## config.mk

```make
export PLATFORM = sky130hd
export DESIGN_NAME = control_sequencer_flat
export DESIGN_NICKNAME = d
export VERILOG_FILES = /design/src/rtl/control_sequencer_if.sv /design/src/rtl/control_sequencer.sv /design/src/flat_wrapper.sv
export SDC_FILE = /design/constraint.sdc
export NUM_CORES = 1
export LEC_CHECK = 0
export ABC_AREA = 0
export CAP_MARGIN = 20
export CORE_MARGIN = 2
export CORE_UTILIZATION = 48
export DETAILED_ROUTE_END_ITERATION = 6
export GPL_TIMING_DRIVEN = 0
export PLACE_DENSITY = 0.82
export SLEW_MARGIN = 5
export SYNTH_ARGS = -nofsm -noshare
export SYNTH_HDL_FRONTEND = slang
export SYNTH_SLANG_ARGS = --single-unit
```

## constraint.sdc

```tcl
create_clock -name clk -period 3 [get_ports clk]
set_clock_uncertainty 0.15 [all_clocks]
set_input_delay 0.6 -clock clk [delete_from_list [all_inputs] [get_ports clk]]
set_output_delay 0.6 -clock clk [all_outputs]
set_load 0.005 [all_outputs]
```

## src/rtl/control_sequencer_if.sv

```systemverilog
// Control-word write port, sync input and per-channel status/event outputs of
// control_sequencer, bundled so the sequencer and its driver share one definition.
interface control_sequencer_if #(
    parameter int NUM_CH = 2,
    parameter int SYNC_W = 2,
    parameter int MODE_W = 3
);
    localparam int CTRL_W = 6 * NUM_CH + SYNC_W + MODE_W;

    logic                  ctrl_wr;
    logic [CTRL_W-1:0]     ctrl_data;
    logic                  sync_tick;
    logic                  ctrl_ack;
    logic [NUM_CH-1:0]     ch_reset;
    logic [NUM_CH-1:0]     ch_start;
    logic [NUM_CH-1:0]     ch_stop;
    logic [NUM_CH-1:0]     ch_run;
    logic [NUM_CH-1:0]     ch_bank;
    logic [2*NUM_CH-1:0]   use_drifted;
    logic [SYNC_W-1:0]     sync_sel;
    logic [MODE_W-1:0]     mode;

    modport master (
        output ctrl_wr, ctrl_data, sync_tick,
        input  ctrl_ack, ch_reset, ch_start, ch_stop, ch_run, ch_bank,
               use_drifted, sync_sel, mode
    );

    modport slave (
        input  ctrl_wr, ctrl_data, sync_tick,
        output ctrl_ack, ch_reset, ch_start, ch_stop, ch_run, ch_bank,
               use_drifted, sync_sel, mode
    );
endinterface

```

## src/rtl/control_sequencer.sv

```systemverilog
// Per-channel pattern sequencer: edge-detects command bits of a written control
// word against a shadow copy and runs one IDLE/ARMED/RUNNING FSM per channel.
module control_sequencer #(
    parameter int NUM_CH = 2,
    parameter int SYNC_W = 2,
    parameter int MODE_W = 3
) (
    input logic                 clk,
    input logic                 reset,
    control_sequencer_if.slave  bus
);
    localparam int CTRL_W = 6 * NUM_CH + SYNC_W + MODE_W;

    typedef enum logic [1:0] {
        ST_IDLE,
        ST_ARMED,
        ST_RUNNING
    } ch_state_t;

    ch_state_t            state [NUM_CH];
    logic [NUM_CH-1:0]    pending;

    // Shadow of the command bits; drift, sync_sel and mode live in their output registers.
    logic [NUM_CH-1:0]    sh_reset, sh_start, sh_stop, sh_switch;

    logic [NUM_CH-1:0]    wr_reset, wr_start, wr_stop, wr_switch;
    logic [2*NUM_CH-1:0]  wr_drift;
    logic [SYNC_W-1:0]    wr_sync_sel;
    logic [MODE_W-1:0]    wr_mode;
    logic [NUM_CH-1:0]    edge_reset, edge_start, edge_stop, edge_switch;

    for (genvar g = 0; g < NUM_CH; g++) begin : g_field
        assign wr_reset[g]         = bus.ctrl_data[6*g];
        assign wr_start[g]         = bus.ctrl_data[6*g+1];
        assign wr_stop[g]          = bus.ctrl_data[6*g+2];
        assign wr_switch[g]        = bus.ctrl_data[6*g+3];
        assign wr_drift[2*g +: 2]  = bus.ctrl_data[6*g+4 +: 2];
    end

    assign wr_sync_sel = bus.ctrl_data[6*NUM_CH +: SYNC_W];
    assign wr_mode     = bus.ctrl_data[CTRL_W-1 -: MODE_W];

    // Only 0->1 transitions against the previous word are commands.
    assign edge_reset  = {NUM_CH{bus.ctrl_wr}} & wr_reset  & ~sh_reset;
    assign edge_start  = {NUM_CH{bus.ctrl_wr}} & wr_start  & ~sh_start;
    assign edge_stop   = {NUM_CH{bus.ctrl_wr}} & wr_stop   & ~sh_stop;
    assign edge_switch = {NUM_CH{bus.ctrl_wr}} & wr_switch & ~sh_switch;

    // NOTE: every signal written in always_comb gets a default first so no latch is inferred.
    always_comb begin
        bus.ch_run = '0;
        for (int i = 0; i < NUM_CH; i++) begin
            bus.ch_run[i] = (state[i] == ST_RUNNING);
        end
    end

    // NOTE: sequential state uses non-blocking assignments only, so every flop
    // samples pre-edge values regardless of statement order.
    always_ff @(posedge clk) begin
        if (reset) begin
            for (int i = 0; i < NUM_CH; i++) begin
                state[i] <= ST_IDLE;
            end
            pending         <= '0;
            sh_reset        <= '0;
            sh_start        <= '0;
            sh_stop         <= '0;
            sh_switch       <= '0;
            bus.ctrl_ack    <= 1'b0;
            bus.ch_reset    <= '0;
            bus.ch_start    <= '0;
            bus.ch_stop     <= '0;
            bus.ch_bank     <= '0;
            bus.use_drifted <= '0;
            bus.sync_sel    <= '0;
            bus.mode        <= '0;
        end else begin
            bus.ctrl_ack <= bus.ctrl_wr;
            bus.ch_reset <= '0;
            bus.ch_start <= '0;
            bus.ch_stop  <= '0;

            if (bus.ctrl_wr) begin
                sh_reset        <= wr_reset;
                sh_start        <= wr_start;
                sh_stop         <= wr_stop;
                sh_switch       <= wr_switch;
                bus.use_drifted <= wr_drift;
                bus.sync_sel    <= wr_sync_sel;
                bus.mode        <= wr_mode;
            end

            // Priority reset > stop > start; sync_tick is judged against the pre-write state.
            for (int i = 0; i < NUM_CH; i++) begin
                if (edge_reset[i]) begin
                    state[i]        <= ST_IDLE;
                    pending[i]      <= 1'b0;
                    bus.ch_bank[i]  <= 1'b0;
                    bus.ch_reset[i] <= 1'b1;
                end else if (edge_stop[i]) begin
                    if (state[i] != ST_IDLE) begin
                        state[i]       <= ST_IDLE;
                        pending[i]     <= 1'b0;
                        bus.ch_stop[i] <= 1'b1;
                    end
                end else begin
                    case (state[i])
                        ST_IDLE: begin
                            if (edge_start[i]) begin
                                if (wr_sync_sel == '0) begin
                                    state[i]        <= ST_RUNNING;
                                    bus.ch_start[i] <= 1'b1;
                                end else begin
                                    state[i] <= ST_ARMED;
                                end
                            end
                        end
                        ST_ARMED: begin
                            if (bus.sync_tick) begin
                                state[i]        <= ST_RUNNING;
                                bus.ch_start[i] <= 1'b1;
                            end
                        end
                        ST_RUNNING: begin
                            // A switch arriving while one is pending is absorbed, never double-toggles.
                            if (pending[i] && bus.sync_tick) begin
                                bus.ch_bank[i] <= ~bus.ch_bank[i];
                                pending[i]     <= 1'b0;
                            end else if (edge_switch[i]) begin
                                pending[i] <= 1'b1;
                            end
                        end
                        default: state[i] <= ST_IDLE;
                    endcase
                end
            end
        end
    end
endmodule

```

## src/flat_wrapper.sv

```systemverilog
// flat-port wrapper written by rule: the top's interface ports become plain ports
module control_sequencer_flat 
#(
    parameter int NUM_CH = 2,
    parameter int SYNC_W = 2,
    parameter int MODE_W = 3
)
  (clk, reset, bus_ctrl_wr, bus_ctrl_data, bus_sync_tick, bus_ctrl_ack, bus_ch_reset, bus_ch_start, bus_ch_stop, bus_ch_run, bus_ch_bank, bus_use_drifted, bus_sync_sel, bus_mode);
  control_sequencer_if #(.NUM_CH(NUM_CH), .SYNC_W(SYNC_W), .MODE_W(MODE_W)) bus_i ();
  input logic clk;
  input logic reset;
  input wire logic [$bits(bus_i.ctrl_wr)-1:0] bus_ctrl_wr;
  input wire logic [$bits(bus_i.ctrl_data)-1:0] bus_ctrl_data;
  input wire logic [$bits(bus_i.sync_tick)-1:0] bus_sync_tick;
  output wire logic [$bits(bus_i.ctrl_ack)-1:0] bus_ctrl_ack;
  output wire logic [$bits(bus_i.ch_reset)-1:0] bus_ch_reset;
  output wire logic [$bits(bus_i.ch_start)-1:0] bus_ch_start;
  output wire logic [$bits(bus_i.ch_stop)-1:0] bus_ch_stop;
  output wire logic [$bits(bus_i.ch_run)-1:0] bus_ch_run;
  output wire logic [$bits(bus_i.ch_bank)-1:0] bus_ch_bank;
  output wire logic [$bits(bus_i.use_drifted)-1:0] bus_use_drifted;
  output wire logic [$bits(bus_i.sync_sel)-1:0] bus_sync_sel;
  output wire logic [$bits(bus_i.mode)-1:0] bus_mode;
  assign bus_i.ctrl_wr = bus_ctrl_wr;
  assign bus_i.ctrl_data = bus_ctrl_data;
  assign bus_i.sync_tick = bus_sync_tick;
  assign bus_ctrl_ack = bus_i.ctrl_ack;
  assign bus_ch_reset = bus_i.ch_reset;
  assign bus_ch_start = bus_i.ch_start;
  assign bus_ch_stop = bus_i.ch_stop;
  assign bus_ch_run = bus_i.ch_run;
  assign bus_ch_bank = bus_i.ch_bank;
  assign bus_use_drifted = bus_i.use_drifted;
  assign bus_sync_sel = bus_i.sync_sel;
  assign bus_mode = bus_i.mode;
  control_sequencer #(.NUM_CH(NUM_CH), .SYNC_W(SYNC_W), .MODE_W(MODE_W)) u_core (.clk(clk), .reset(reset), .bus(bus_i));
endmodule
```

==> impl_metrics.ini, run 1 <==
[run_status]
status = finished, final reports clean

[yosys]
async_flop_share_pct = 0
ys.flop_type = dfxtp_1
yosys.area.top_type = dfxtp_1
synthesis.nets = 154
ys_top_cells_by_count = dfxtp_1, nor2_1, mux2i_1
synth_top_area_share_pct = 42.9
synth_edf_count = 4
synth_cell_types = 31
synth_most_common_cell = dfxtp_1
synthTopCellsByArea = dfxtp_1, mux2i_1, edfxtp_1, nor2_1, nand3b_1
synth_cells = 133
yosysSeqAreaShare_pct = 52.1
syn_area_per_cell_um2 = 9.82
ys.warnings.count = 0
netlist_area_um2 = 1310
synth-seq-cells = 32

[cts]
cts_buffers = 5
cts_tree = done
clock_latency_ps = 330
ctsHtreeMaxLevel = 2
clock-sinks = 32
postCtsSetupBuffers = 0
cts_buffer_depth = 2
cts.clk_slew.worst_paths_ps = 100
cts-resized-gates = 0
holdBufCountCts = 0
ctsRootBufferMaster = clkbuf_4

[sta]
hold_viol_final = 0
relSlewSlack_pct = 67.7
rsz0062_at_grt = no
setup_tns_ps = 0
slew_violations = 0
worst_slack_ps = 609
worst_pin_slew_ps = 484
finalSetupViolations = 0
fmax_mhz = 418
min_period_ps = 2390
period_share_pct = 79.7

[drt]
drtPass1Iterations = 4
vias = 1106
drtIter0Drc = 19
drc_errors = 0
ant_nets = 0
avgViaCountPerCell = 5.27
wl_um = 2930
wl_per_cell_um = 14.0

[finish]
multi_input_area_um2 = 587
drive_gt1_share_pct = 6.11
regArea_um2 = 681
area_growth_pct = 37.3
antenna_cells = 0
final_nets = 200
fill_cells = 199

[hold_path]
min_delay_path_depth = 2
hold_path_class = reg2reg

[critical_path]
cpMaxStageDelayCell = clkdlybuf4s50_1
required_ps = 2250
worstPathCellList = nor2b_1 -> clkdlybuf4s50_1
cp_max_fo = 5
critPathLaunchType = register
cp-end-kind = output pin
path_class = reg2out
max_stage_delay_ps = 560
arrival_ps = 1640
r2r_cells = 3

[placed_design]
gp_congestion = 0.782
portBuffers = 39
preCtsSetupSlack_ps = 533
hpwl_um = 2160

[die]
rows = 18
start_util_pct = 51.8
ios = 41
die_x_um = 56.2
dieArea_um2 = 3150
die_y_um = 56.2
core_area_um2 = 2520

[global_routing]
antenna_found_initial = 0
grt_pass1_vias = 1085
grt_overflow = 0
grt_max_degree = 11
grt_pass1_wl_um = 4850
grtUsageTotal_pct = 19.7

[power_and_ir_drop]
total_leakage_power_uw = 0.000718
vdd_drop_max_uv = 429
power.density_nw_per_um2 = 490

[run]
cap_violations = 0
-- cell type report --
| type | instances | area share, % |
|---|---|---|
| Tap cell | 30 | 2.09 |
| Timing Repair Buffer | 39 | 21.8 |
| Sequential cell | 32 | 38.0 |
| Multi-Input combinational cell | 93 | 32.7 |
| Clock buffer | 8 | 3.28 |
| Inverter | 3 | 0.628 |
| Buffer | 5 | 1.54 |
-- where the power goes --
part	leakage [uW]	total, uW	internal (uW)	switching (uW)
clock network	0.0000326	259	116	144
logic	0.000412	143	80.3	62.8
registers	0.000274	476	459	17.1
-- flip-flops by register name, indices dropped and copies added (netlist names) --
| signal | flops |
|---|---|
| u_core.pending | 2 |
| u_core.bus.ch_stop | 2 |
| u_core.bus.ch_start | 2 |
| u_core.bus.ctrl_ack | 1 |
| u_core.sh_stop | 2 |
| u_core.bus.ch_bank | 2 |
| u_core.bus.mode | 3 |
| u_core.sh_switch | 2 |
| u_core.bus.sync_sel | 2 |
| u_core.sh_start | 2 |
| u_core.bus.ch_reset | 2 |
| u_core.sh_reset | 2 |
| u_core.state | 4 |
| u_core.bus.use_drifted | 4 |
-- cells in the final DEF, fill, tap and decap left out, drive strengths merged --
master | Yosys | routed
o21ai | 2 | 2
o21bai | 3 | 3
buf | 4 | 4
nor4 | 1 | 1
edfxtp | 4 | 4
inv | 3 | 3
clkbuf | 1 | 9
a21oi | 5 | 5
or4 | 2 | 2
nand3b | 4 | 4
mux2i | 16 | 16
o32a | 1 | 1
nor3b | 1 | 1
nand4 | 3 | 3
nor4b | 1 | 1
a221o | 1 | 1
nor2 | 25 | 25
clkdlybuf4s50 | 0 | 39
nand3 | 2 | 2
nand2 | 6 | 6
nand2b | 4 | 4
o32ai | 1 | 1
xor2 | 2 | 2
a21o | 3 | 3
nor3 | 5 | 5
dfxtp | 28 | 28
nor2b | 4 | 4
and2 | 1 | 1
-- worst max-delay path, delay by kind of cell (launching register included) --
family,cells,cell delay (ps)
AND/OR/NAND/NOR,1,280
flip-flops,1,470
buffers and inverters,1,560
-- cell families (layout without fill, tap and decap cells) --
kind of cell,Yosys count,count (layout),share of synthesized area [%]
AOI/OAI and AO/OA,16,16,8.33
xor gates and xnor gates,2,2,1.34
buffers and inverters,8,55,2.97
DFF,32,32,52.1
muxes,16,16,12.3
and+or+nand+nor,59,59,23.0
-- path summary, 6_finish.rpt --
| path | slack, ps | from | endpoint |
|---|---|---|---|
| worst max register to register | 1120 | u_core.state[0][1]$_SDFFCE_PP0P_ | u_core.state[0][0]$_SDFFCE_PP0P_ |
| worst min register to register | 330 | u_core.sh_start[0]$_SDFFE_PP0P_ | u_core.sh_start[0]$_SDFFE_PP0P_ |
| worst min-delay path | 330 | u_core.sh_start[0]$_SDFFE_PP0P_ | u_core.sh_start[0]$_SDFFE_PP0P_ |
| worst max-delay path | 610 | u_core.state[0][0]$_SDFFCE_PP0P_ | bus_ch_run[0] |
-- through the flow --
| step | hold WS (ps) | instances | total power (uW) | util (%) | area, um^2 |
|---|---|---|---|---|---|
| 2_1_floorplan | 295 | 133 | 553 | - | 1310 |
| 3_3_place_gp | 303 | 202 | 623 | 68.8 | 1730 |
| 3_5_place_dp | 313 | 202 | 629 | 68.8 | 1730 |
| 4_1_cts | 327 | 210 | 881 | 71.1 | 1790 |
| 5_1_grt | 338 | 210 | 921 | 71.1 | 1790 |
| 6_report | 326 | 210 | 878 | 71.1 | 1790 |
-- metal layers --
layer / up-vias / part of all wire [%] / track usage (%)
met4: 0 / 0.75 / 8.16
li1: 555 / - / -
met5: - / 0 / 0
met2: 44 / 48 / 33.1
met1: 503 / 42 / 22.6
met3: 4 / 9.0 / 6.98
Note: power is estimated with default switching activity, not from simulation.
==> run 2, diff against run 1 <==
--- a/config.mk
+++ b/config.mk
@@ -8,10 +8,10 @@
 export ABC_AREA = 0
 export CAP_MARGIN = 20
 export CORE_MARGIN = 2
-export CORE_UTILIZATION = 48
+export CORE_UTILIZATION = 45
 export DETAILED_ROUTE_END_ITERATION = 6
 export GPL_TIMING_DRIVEN = 0
-export PLACE_DENSITY = 0.82
+export PLACE_DENSITY = 0.78
 export SLEW_MARGIN = 5
 export SYNTH_ARGS = -nofsm -noshare
 export SYNTH_HDL_FRONTEND = slang
==> constraint.sdc (replaced) <==
create_clock -name clk -period 2.25 [get_ports clk]
set_clock_uncertainty 0.15 [all_clocks]
set_input_delay 0.45 -clock clk [delete_from_list [all_inputs] [get_ports clk]]
set_output_delay 0.45 -clock clk [all_outputs]
set_load 0.005 [all_outputs]
==> run 2 against run 1 <==
Sequential cell count is the same. Sequential share of layout area decreased by 0.13 points. Die area is 6.2% higher. Core utilization shrank 5.8 points. Non-clock buffer count unchanged. Hold slack worse by 67 ps. Critical path depth did not move. Register-to-register slack lost 770 ps. Critical endpoint is now bus_ch_run[1]. Highest routed layer unchanged.
==> impl_metrics.ini, run 2 (synthesis results as in run 1) <==
[run_status]
status = finished, final reports clean

[sta]
setup_tns_ps = 0
worst_slack_ps = 99.0
worst_pin_slew_ps = 487
relSlewSlack_pct = 67.5
slew_violations = 0
min_period_ps = 2150
whs_ps = 259
finalSetupViolations = 0
period_share_pct = 95.6
hold_viol_final = 0
fmax_mhz = 465
rsz0062_at_grt = no

[cts]
cts_buffer_depth = 2
postCtsSetupBuffers = 0
cts_tree = done
clock_latency_ps = 330
ctsRootBufferMaster = clkbuf_4
cts_buffers = 5
clock-sinks = 32
cts.clk_slew.worst_paths_ps = 90
ctsHtreeMaxLevel = 2

[critical_path]
max_stage_delay_ps = 520
required_ps = 1650
path_class = reg2out
cpMaxStageDelayCell = clkdlybuf4s50_1
arrival_ps = 1550
crit_buf_inv = 1
critPathTopFamily = buffers and inverters
worstPathCellList = nor2b_2 -> clkdlybuf4s50_1
critPathLaunchType = register
cp-end-kind = output pin
cp_max_fo = 7

[placed_design]
portBuffers = 39
hpwl_um = 2150
preCtsSetupSlack_ps = -67.3
gp_congestion = 0.779

[run]
cap_violations = 0

[drt]
drtIter0Drc = 28
drtPass1Iterations = 4
wl_um = 2860
ant_nets = 0
wl_per_cell_um = 13.5
avgViaCountPerCell = 5.30
drc_errors = 0
vias = 1118

[power_and_ir_drop]
sequentialPowerShare_pct = 54.6
vdd_drop_max_uv = 535
combPwrFrac_pct = 16.5
p_switching_uw = 290
p_int_uw = 874
power_uw = 1160
power.density_nw_per_um2 = 647
switching_share_pct = 24.9
power_frac_clock_pct = 28.9
total_leakage_power_uw = 0.000719

[die]
die_x_um = 57.9
ios = 41
start_util_pct = 47.4
core_area_um2 = 2760
die_y_um = 57.9
dieArea_um2 = 3350
rows = 19

[finish]
layout_common_cells = clkdlybuf4s50_1, dfxtp_1, nor2_1, mux2i_1
antenna_cells = 0
final_common_cell = clkdlybuf4s50_1
fill_cells = 233
drive_gt1_share_pct = 7.22
final_nets = 200
multi_input_area_um2 = 592
top_regs = u_core.bus.use_drifted (4), u_core.state (4), u_core.bus.mode (3)
regArea_um2 = 681
area_growth_pct = 37.7

[global_routing]
grt_overflow = 0
grtUsageTotal_pct = 19.5
grt_pass1_vias = 1173
grt_max_degree = 11
antenna_found_initial = 0
grt_pass1_wl_um = 4860

[hold_path]
hold_path_class = in2reg
==> run 2: path summary, 6_finish.rpt <==
path | from | slack [ps] | endpoint | cells past startpoint
worst min register to register | u_core.sh_start[0]$_SDFFE_PP0P_ | 320 | u_core.sh_start[0]$_SDFFE_PP0P_ | 2
worst max-delay path | u_core.state[1][0]$_SDFFCE_PP0P_ | 100 | bus_ch_run[1] | 2
worst min-delay path | bus_ctrl_wr | 260 | u_core.sh_start[0]$_SDFFE_PP0P_ | 3
worst max register to register | u_core.state[0][1]$_SDFFCE_PP0P_ | 350 | u_core.state[0][1]$_SDFFCE_PP0P_ | 3
==> run 2: per-stage QoR <==
step | util [%] | instance area (um^2) | instances
6_report | 65.2 | 1800 | 211
4_1_cts | 65.1 | 1790 | 211
3_5_place_dp | 62.9 | 1740 | 203
3_3_place_gp | 62.9 | 1740 | 203
2_1_floorplan | - | 1310 | 133
5_1_grt | 65.2 | 1800 | 211
==> run 2: repair_timing <==
item / in CTS / in global routing
endpoints found under the setup margin: 0 / 2
resized for setup: 0 / 2
hold buffers: 0 / 0
==> run 2: power by group through the flow <==
stage	Clock, uW	Sequential, uW	Combinational (uW)
5_1_grt	371	640	212
3_3_place_gp	0	646	185
2_1_floorplan	0	644	93.9
4_1_cts	347	635	191
6_report	337	636	192
3_5_place_dp	0	648	190
==> run 2: tightest hold or removal path: cells and delay by family <==
family / cells / cell delay (ps)
simple gates: 1 / 60
compound gates: 1 / 50
buf+inv: 1 / 140
==> run 2: final cells by class <==
cell class / count / share of cell area, %
buffer: 5 / 1.53
clock buffer: 8 / 3.27
inverter: 3 / 0.626
multi-input combinational: 93 / 32.9
sequential: 32 / 37.8
tap: 31 / 2.16
timing repair buffer: 39 / 21.7
==> run 2: layer usage <==
metal  GRT usage, %  part of all wire, %
met5              0                    0
met4           6.98                  1.3
met3           8.71                  7.0
met2           33.1                   50
met1           21.7                   42
==> run 3, diff against run 2 <==
--- a/config.mk
+++ b/config.mk
@@ -6,7 +6,6 @@
 export NUM_CORES = 1
 export LEC_CHECK = 0
 export ABC_AREA = 0
-export CAP_MARGIN = 20
 export CORE_MARGIN = 2
 export CORE_UTILIZATION = 45
 export DETAILED_ROUTE_END_ITERATION = 6
==> results of run 3 <==
No change in the layout: final DEF, timing and power equal those of run 2.
